--- src/rtl/master_vol_pkg.sv ---
// Shared constants for the master volume stage.
//   GAIN_W     - width of the gain pot / gain register
//   UNITY_GAIN - gain code that passes samples through unchanged
//   IDLE/MUL_L/MUL_R/FIN - FSM state encoding
package master_vol_pkg;
  localparam int GAIN_W     = 12;
  localparam int UNITY_GAIN = 2048;

  localparam logic [1:0] IDLE  = 2'd0;
  localparam logic [1:0] MUL_L = 2'd1;
  localparam logic [1:0] MUL_R = 2'd2;
  localparam logic [1:0] FIN   = 2'd3;
endpackage

--- src/rtl/master_vol_sat.sv ---
// Signed saturator: clamps an (isz+1)-bit two's complement value into osz bits.
//   din  in  isz+1  signed value to clamp
//   dout out osz    clamped signed value
module master_vol_sat #(
  parameter int isz = 17,
  parameter int osz = 16
) (
  input  logic [isz:0]   din,
  output logic [osz-1:0] dout
);
  // In range when every bit from the output sign bit upward matches the sign.
  logic in_range;

  always_comb begin
    in_range = (din[isz:osz-1] == '0) || (din[isz:osz-1] == '1);
    if (in_range)     dout = din[osz-1:0];
    else if (din[isz]) dout = {1'b1, {(osz-1){1'b0}}};
    else               dout = {1'b0, {(osz-1){1'b1}}};
  end
endmodule

--- src/rtl/master_vol.sv ---
// Stereo master volume with slew-limited gain and mute.
// One multiplier is time-shared: left product, then right product, then
// both results are presented together with a one-cycle valid strobe.
//   clk       in   system clock
//   reset     in   synchronous active-low reset
//   in_l/in_r in   signed 16-bit sample pair, qualified by valid_in
//   valid_in  in   one-cycle strobe for in_l/in_r
//   pot       in   12-bit unsigned gain target
//   mute      in   forces gain target to 0
//   out_l/out_r out registered signed 16-bit outputs
//   valid     out  one-cycle strobe, outputs updated
//   gain      out  current slewed gain
module master_vol
  import master_vol_pkg::*;
#(
  parameter int STEP = 16,
  parameter int GSH  = 11
) (
  input  logic                     clk,
  input  logic                     reset,
  input  logic signed [15:0]       in_l,
  input  logic signed [15:0]       in_r,
  input  logic                     valid_in,
  input  logic [GAIN_W-1:0]        pot,
  input  logic                     mute,
  output logic signed [15:0]       out_l,
  output logic signed [15:0]       out_r,
  output logic                     valid,
  output logic [GAIN_W-1:0]        gain
);
  localparam logic [GAIN_W-1:0] STEP_G = GAIN_W'(STEP);
  localparam logic [GAIN_W:0]   STEP_X = (GAIN_W+1)'(STEP);

  logic [1:0]               state_q, state_d;
  logic signed [15:0]       hold_l_q, hold_l_d, hold_r_q, hold_r_d;
  logic [GAIN_W-1:0]        gain_q, gain_d;
  logic signed [28:0]       prod_q, prod_d;
  logic signed [15:0]       sat_l_q, sat_l_d;
  logic signed [15:0]       out_l_q, out_l_d, out_r_q, out_r_d;
  logic                     valid_q, valid_d;

  logic [GAIN_W-1:0]        target, gain_nxt;
  logic [GAIN_W:0]          dlt;
  logic signed [15:0]       mul_a;
  logic signed [28:0]       a_ext, g_ext, mul_res;
  logic [17:0]              scaled;
  logic [15:0]              sat_out;

  // Slew toward target; step is clamped to the remaining distance so the
  // gain lands exactly on target and never wraps.
  always_comb begin
    target   = mute ? '0 : pot;
    dlt      = '0;
    gain_nxt = gain_q;
    if (target >= gain_q) begin
      dlt      = {1'b0, target} - {1'b0, gain_q};
      gain_nxt = (dlt <= STEP_X) ? target : gain_q + STEP_G;
    end else begin
      dlt      = {1'b0, gain_q} - {1'b0, target};
      gain_nxt = (dlt <= STEP_X) ? target : gain_q - STEP_G;
    end
  end

  // Shared multiplier: gain is treated as a non-negative 13-bit signed value.
  always_comb begin
    mul_a   = (state_q == MUL_L) ? hold_l_q : hold_r_q;
    a_ext   = {{13{mul_a[15]}}, mul_a};
    g_ext   = {17'd0, gain_q};
    mul_res = a_ext * g_ext;
  end

  // Arithmetic shift floors toward -inf; 18 bits cover the full product range.
  assign scaled = 18'(prod_q >>> GSH);

  master_vol_sat #(.isz(17), .osz(16)) u_sat (
    .din  (scaled),
    .dout (sat_out)
  );

  always_comb begin
    state_d  = state_q;
    hold_l_d = hold_l_q;
    hold_r_d = hold_r_q;
    gain_d   = gain_q;
    prod_d   = prod_q;
    sat_l_d  = sat_l_q;
    out_l_d  = out_l_q;
    out_r_d  = out_r_q;
    valid_d  = 1'b0;
    case (state_q)
      IDLE: begin
        if (valid_in) begin
          hold_l_d = in_l;
          hold_r_d = in_r;
          gain_d   = gain_nxt;
          state_d  = MUL_L;
        end
      end
      MUL_L: begin
        prod_d  = mul_res;
        state_d = MUL_R;
      end
      MUL_R: begin
        sat_l_d = sat_out;
        prod_d  = mul_res;
        state_d = FIN;
      end
      default: begin
        out_l_d = sat_l_q;
        out_r_d = sat_out;
        valid_d = 1'b1;
        state_d = IDLE;
      end
    endcase
  end

  always_ff @(posedge clk) begin
    if (!reset) begin
      state_q  <= IDLE;
      hold_l_q <= '0;
      hold_r_q <= '0;
      gain_q   <= '0;
      prod_q   <= '0;
      sat_l_q  <= '0;
      out_l_q  <= '0;
      out_r_q  <= '0;
      valid_q  <= 1'b0;
    end else begin
      state_q  <= state_d;
      hold_l_q <= hold_l_d;
      hold_r_q <= hold_r_d;
      gain_q   <= gain_d;
      prod_q   <= prod_d;
      sat_l_q  <= sat_l_d;
      out_l_q  <= out_l_d;
      out_r_q  <= out_r_d;
      valid_q  <= valid_d;
    end
  end

  assign out_l = out_l_q;
  assign out_r = out_r_q;
  assign valid = valid_q;
  assign gain  = gain_q;
endmodule
--- config.mk ---
export PLATFORM = sky130hd
export DESIGN_NAME = master_vol
export DESIGN_NICKNAME = d
export VERILOG_FILES = /design/src/rtl/master_vol_pkg.sv /design/src/rtl/master_vol_sat.sv /design/src/rtl/master_vol.sv
export SDC_FILE = /design/constraint.sdc
export NUM_CORES = 1
export LEC_CHECK = 0
export CAP_MARGIN = 10
export CORE_AREA = 3 3 166 168
export CTS_CLUSTER_DIAMETER = 200
export DETAILED_ROUTE_END_ITERATION = 12
export DIE_AREA = 0 0 169 171
export PLACE_DENSITY = 0.69
export SETUP_SLACK_MARGIN = 0.15
export SLEW_MARGIN = 10
export SYNTH_ARGS = -nofsm -noshare
export SYNTH_HDL_FRONTEND = slang
export SYNTH_SLANG_ARGS = --single-unit
--- constraint.sdc ---
create_clock -name clk -period 7.7 [get_ports clk]
set_clock_uncertainty 0.05 [all_clocks]
set_input_delay 0.77 -clock clk [delete_from_list [all_inputs] [get_ports clk]]
set_output_delay 0.77 -clock clk [all_outputs]
set_load 0.005 [all_outputs]
==> flow_summary.json, run 1 <==
{
  "status": "complete, no violations",
  "vias": 10520,
  "num_antenna_cells": 0,
  "ys.warnings.count": 0,
  "crit_path_end": "prod_q[25]",
  "critPathLaunchType": "flop",
  "cts_buffers": 17,
  "first_iter_violations": 705,
  "layout-drive-gt1-share_pct": 6.175,
  "slew_viol_final": 0,
  "gp_congestion": 0.9201,
  "routed_wl_um": 34370,
  "cpMostUsedCell": "inv_1",
  "cts_post_setup_buffers_inserted": 0,
  "firstDrtPassIters": 7,
  "fin_nets": 1892,
  "async_flop_share_pct": 0,
  "holdCritPathClass": "reg -> reg",
  "synth_top_cell_by_area": "fa_1",
  "die_w_um": 169,
  "crit_type": "reg -> reg",
  "grt_pass1_vias": 10810,
  "maxCapViolCount": 0,
  "leakagePower_uw": 0.007019,
  "setup_tns_ps": 0,
  "final-setup-viol-count": 0,
  "cp_max_fo": 13,
  "crit_required_ps": 8000,
  "grt_use_total_pct": 24.28,
  "core.rowCount": 59,
  "reg2regPathDepth": 24,
  "min_period_ps": 6961,
  "clk_path_buf_depth": 2,
  "drc": 0,
  "clk_latency_ps": 420,
  "r2r_end": "prod_q[25]",
  "ioPinCount": 93,
  "path_cells": "inv_1, ha_1, mux2_2, nand2_1, inv_1, fa_1, inv_1, fa_1, inv_1, fa_1, fa_1, inv_1, fa_1, inv_1, ha_1, and3_1, nand3_1, o32ai_1, a311oi_1, o21ai_1, a31oi_1, xnor2_1, mux2i_1, nor2b_1",
  "startpoint": "state_q[1]",
  "arrival_ps": 7270,
  "post_cts_resized": 0,
  "clk_pin_slew_ps": 60,
  "synth.distinct_cells": 77,
  "antenna_found_initial": 0,
  "fmax_mhz": 143.7,
  "reg2reg_from": "state_q[1]",
  "yosysMostFrequentCell": "inv_1",
  "die_h_um": 171,
  "hp-start": "hold_l_q[13]",
  "routed.top_layer": "met4",
  "netlist_top_cells_area": "fa_1 27%, dfxtp_1 17%, ha_1 8.9%",
  "syn_avg_cell_area_sq_um": 8.597,
  "synth_common_cells": "251 x inv_1, 209 x nand2_1, 177 x fa_1, 113 x dfxtp_1, 112 x nor2_1",
  "grt_start_max_net_pins": 70,
  "synth_area_sq_mm": 0.01308,
  "wl_met1_um": 14510,
  "h-tree-depth": 4,
  "grt-ovfl-total": 0,
  "hold_viol": 0,
  "netlist_instances": 1521,
  "wl_met2_um": 16660,
  "design.core.area_sq_mm": 0.02606,
  "max_stage_delay_ps": 670,
  "port_buffers": 92,
  "ys_seq_elements": 113,
  "relSlewSlack_pct": 24.89,
  "r2r_slack_ps": 740,
  "final_util_pct": 56.93,
  "syn-num-nets": 1839,
  "critPathTopFamily": "adder cells",
  "ant_nets": 0,
  "grt_setup_unrepaired": "no",
  "synthFlopType": "dfxtp_1",
  "clkSinkCount": 113,
  "cts_tree": "built",
  "timing_worst_slew_pin_value_ps": 1127,
  "dr_wl_met3_um": 2269,
  "routed_via_density": 5.472,
  "period_share_pct": 90.40,
  "cts-root-buf": "clkbuf_16",
  "synth.top_cell.area_share_pct": 27.10,
  "synth_edf_count": 0,
  "cp-end-kind": "flop",
  "hold_buffers": 0,
  "peakVddDrop_mv": 0.1561,
  "hpwl_um": 27430,
  "grt_pass1_wl_um": 56370,
  "initial_utilization_pct": 50.18,
  "cpMaxStageDelayCell": "ha_1",
  "pwr_density_cell_mw_per_mm2": 189.5,
  "yosysSeqAreaShare_pct": 17.30,
  "crit_cells": 24,
  "area_growth_pct": 13.44,
  "wl_per_cell_um": 17.88,
  "die-area_sq_mm": 0.02890,
  "worst-path-buf-inv": 6
}
worst min path at each step:
stage                         endpoint  slack (ps)  cells after the start
after floorplan           hold_l_q[13]         390                      2
after global placement    hold_l_q[13]         400                      2
after detailed placement  hold_l_q[13]         410                      2
after CTS                 hold_l_q[13]         420                      2
after global routing       sat_l_q[13]         450                      1
final                     hold_l_q[13]         410                      2
report_power, final:
group          switching, uW  leakage (uW)  internal (uW)  total [uW]
logic                    789       0.00581            515        1300
registers               69.5      0.000919            647         716
clock network            329      0.000285            461         790
total                   1190       0.00702           1620        2810
worst min-delay path, delay by kind of cell, from the launching register on:
family,cells,cell delay (ps)
flip-flops,1,310
AND/OR/NAND/NOR,1,40
AO/OA/AOI/OAI,1,60
metal layers:
metal | track usage (%) | vias to the layer above
met3 | 4.274 | 52
li1 | - | 4961
met5 | 0 | -
met4 | 7.269 | 0
met2 | 41.23 | 345
met1 | 32.01 | 5159
kinds of logic (layout without fill, tap and decap cells):
logic type / after synthesis / after routing / share of synthesized area [%]
AND/OR/NAND/NOR: 471 / 471 / 16.41
multiplexers: 69 / 69 / 5.521
buffers and inverters: 332 / 398 / 9.683
flip-flops: 113 / 113 / 17.30
AO/OA/AOI/OAI: 232 / 232 / 12.81
XOR/XNOR: 34 / 34 / 2.277
adder cells (fa/ha/maj): 270 / 270 / 36.00
flip-flops by register name (all words and copies together) (netlist names):
name and cells:
gain 12, hold_l_q 16, hold_r_q 16, out_l 16, out_r 16, prod_q 18, sat_l_q 16, state_q 2
valid 1
placed cells by master (no fill, tap or decap), types with 5 or more instances in the layout:
master             n
a211oi_1          26
a21boi_0          27
a21o_1            13
a21oi_1           57
a31oi_1            8
and2_1            46
and3_1             5
buf_4             18
clkbuf_16         17
clkdlybuf4s50_1   91
dfxtp_1          113
fa_1             177
ha_1              91
inv_1            251
inv_6              6
inv_8              5
mux2_2            18
mux2i_1           48
nand2_1          209
nand2b_1          21
nand3_1           21
nand4_1            7
nor2_1           112
nor2b_1           22
nor3_1            12
o211a_1            8
o211ai_1          10
o21a_1             5
o21ai_0           16
o21bai_1           6
xnor2_1           27
xor2_1             7
metrics by stage:
step           worst slack (ps)  hold WS [ps]  instance area [sq um]  total power, uW  cells
6_report                  739.2         414.5                  14830             2810   1922
5_1_grt                   373.9         450.3                  14830             2988   1922
4_1_cts                   752.7         419.4                  14830             2816   1922
3_5_place_dp              798.5         411.5                  14240             2014   1890
3_3_place_gp              961.9         404.4                  14240             1993   1890
2_1_floorplan              1127         390.0                  13080             1639   1521
area by class of cell:
class                   count  area [sq um]
fillers                  2365         11220
multi-input cells        1076          9553
flip-flops and latches    113          2262
repair buffers            110          1051
inverters                 256         960.9
clock buffers              17         425.4
well taps                 335         419.2
clock inverters            15         162.7
(Power assumes the default switching activity.)
==> inputs of run 2 (changes only) <==
- SKIP_CTS_REPAIR_TIMING: unset -> 1
==> results of run 2 <==
No change in the layout: final DEF, timing and power equal those of run 1.
==> inputs of run 3 (changes only) <==
- CTS_BUF_LIST: unset -> sky130_fd_sc_hd__clkbuf_2 sky130_fd_sc_hd__clkbuf_4 sky130_fd_sc_hd__clkbuf_8
==> run 3 against run 2 <==
Effect of this change:
- core utilization shrank 0.73 points
- first-iteration DRC count fell by 17%
- sequential power hardly changed
- wire length is 0.68% lower
- largest cell class unchanged
==> flow_summary.json, run 3 (same netlist as run 1, synthesis figures left out) <==
{
  "grt_setup_unrepaired": "no",
  "clk_path_buf_depth": 2,
  "design.core.area_sq_mm": 0.02606,
  "area_growth_pct": 11.98,
  "slew_viol_final": 0,
  "period_share_pct": 90.55,
  "final-setup-viol-count": 0,
  "routed_wl_um": 34140,
  "holdPathStages": 2,
  "relSlewSlack_pct": 25.38,
  "cp_max_fo": 13,
  "maxCapViolCount": 0,
  "regMostFlops": "prod_q",
  "layout_commonest_cell": "inv_1",
  "leakagePower_uw": 0.006931,
  "fin_nets": 1892,
  "firstDrtPassIters": 5,
  "status": "complete, no violations",
  "first_iter_violations": 588,
  "setup_tns_ps": 0,
  "ioPinCount": 93,
  "hold_viol": 0,
  "peakVddDrop_mv": 0.1277,
  "die-area_sq_mm": 0.02890,
  "layout-drive-gt1-share_pct": 6.175,
  "gp_congestion": 0.9201,
  "port_buffers": 92,
  "cts_tree": "built",
  "crit_type": "reg -> reg",
  "largest_reg_flops": 18,
  "critPathLaunchType": "flop",
  "r2r_slack_ps": 730,
  "grt_start_max_net_pins": 70,
  "min_period_ps": 6972,
  "final_util_pct": 56.19,
  "r2r_end": "prod_q[25]",
  "whs_ps": 416.9,
  "vias": 10540,
  "holdCritPathClass": "reg -> reg",
  "cp-end-kind": "flop",
  "routed_via_density": 5.484,
  "arrival_ps": 7310,
  "h-tree-depth": 4,
  "fmax_mhz": 143.4,
  "pwr_density_cell_mw_per_mm2": 176.7,
  "antenna_found_initial": 0,
  "grt_use_total_pct": 24.09,
  "power_uw": 2587,
  "cts-root-buf": "clkbuf_8",
  "hpwl_um": 27430,
  "hold_path_end": "hold_l_q[13]",
  "mostFrequentLayoutCells": "251 x inv_1, 209 x nand2_1, 177 x fa_1, 113 x dfxtp_1, 112 x nor2_1",
  "clkSinkCount": 113,
  "place_area_sq_mm": 0.01424,
  "grt_pass1_wl_um": 55880,
  "timing_worst_slew_pin_value_ps": 1119,
  "cts_buffers": 17,
  "core.rowCount": 59,
  "crit_required_ps": 8030,
  "hp-start": "hold_l_q[13]",
  "reg2regPathDepth": 24,
  "ant_nets": 0,
  "initial_utilization_pct": 50.18,
  "postLayoutCellArea_sq_mm": 0.01464,
  "reg2reg_from": "state_q[1]",
  "num_antenna_cells": 0,
  "wl_per_cell_um": 17.76,
  "startpoint": "state_q[1]",
  "clk_pin_slew_ps": 80,
  "clk_latency_ps": 440,
  "grt_pass1_vias": 10740,
  "die_h_um": 171,
  "drc": 0,
  "grt-ovfl-total": 0,
  "die_w_um": 169
}
## run 3: cell counts in the layout (fill, tap and decap cells not counted)
Identical to the previous run, type by type.
## run 3: per-layer routing
metal	share of wire (%)	track usage [%]	vias up	wire length, um
li1	-	-	4968	-
met1	43	32.03	5197	14760
met2	49	40.86	322	16560
met3	5.7	3.928	53	1935
met4	2.6	7.057	0	886
met5	0	0	-	0
## run 3: worst max-delay path by stage
stage	to	slack (ps)	cells after the start
2_1_floorplan	prod_q[25]	1130	27
3_3_place_gp	prod_q[26]	960	24
3_5_place_dp	prod_q[25]	800	24
4_1_cts	prod_q[25]	740	24
5_1_grt	prod_q[26]	330	24
6_report	prod_q[25]	730	24
## run 3: layout make-up
class	instances	area, sq um
clock inverters	15	162.7
clock buffers	17	234.0
fillers	2405	11420
well taps	335	419.2
repair buffers	110	1051
multi-input cells	1076	9553
flip-flops and latches	113	2262
inverters	256	960.9
## run 3: worst max-delay path: stages, from the launching register on
cell and delay [ps]:
dfxtp_1 350, inv_1 90, ha_1 670, mux2_2 500, nand2_1 150, inv_1 110, fa_1 570, inv_1 70
fa_1 540, inv_1 280, fa_1 480, fa_1 490, inv_1 50, fa_1 520, inv_1 40, ha_1 390
and3_1 260, nand3_1 140, o32ai_1 90, a311oi_1 270, o21ai_1 190, a31oi_1 230, xnor2_1 140, mux2i_1 90
nor2b_1 150
## run 3: per-stage QoR
stage / worst slack, ps / std cells
CTS: 744.8 / 1922
global route: 331.9 / 1922
finish: 727.6 / 1922
detailed placement: 798.5 / 1890
global placement: 961.9 / 1890
floorplan: 1127 / 1521
## run 3: power breakdown
part           total (uW)  switching [uW]  internal (uW)  leakage [uW]
clock network         571             299            272      0.000198
logic                1300             786            515       0.00581
registers             715            69.1            646      0.000919
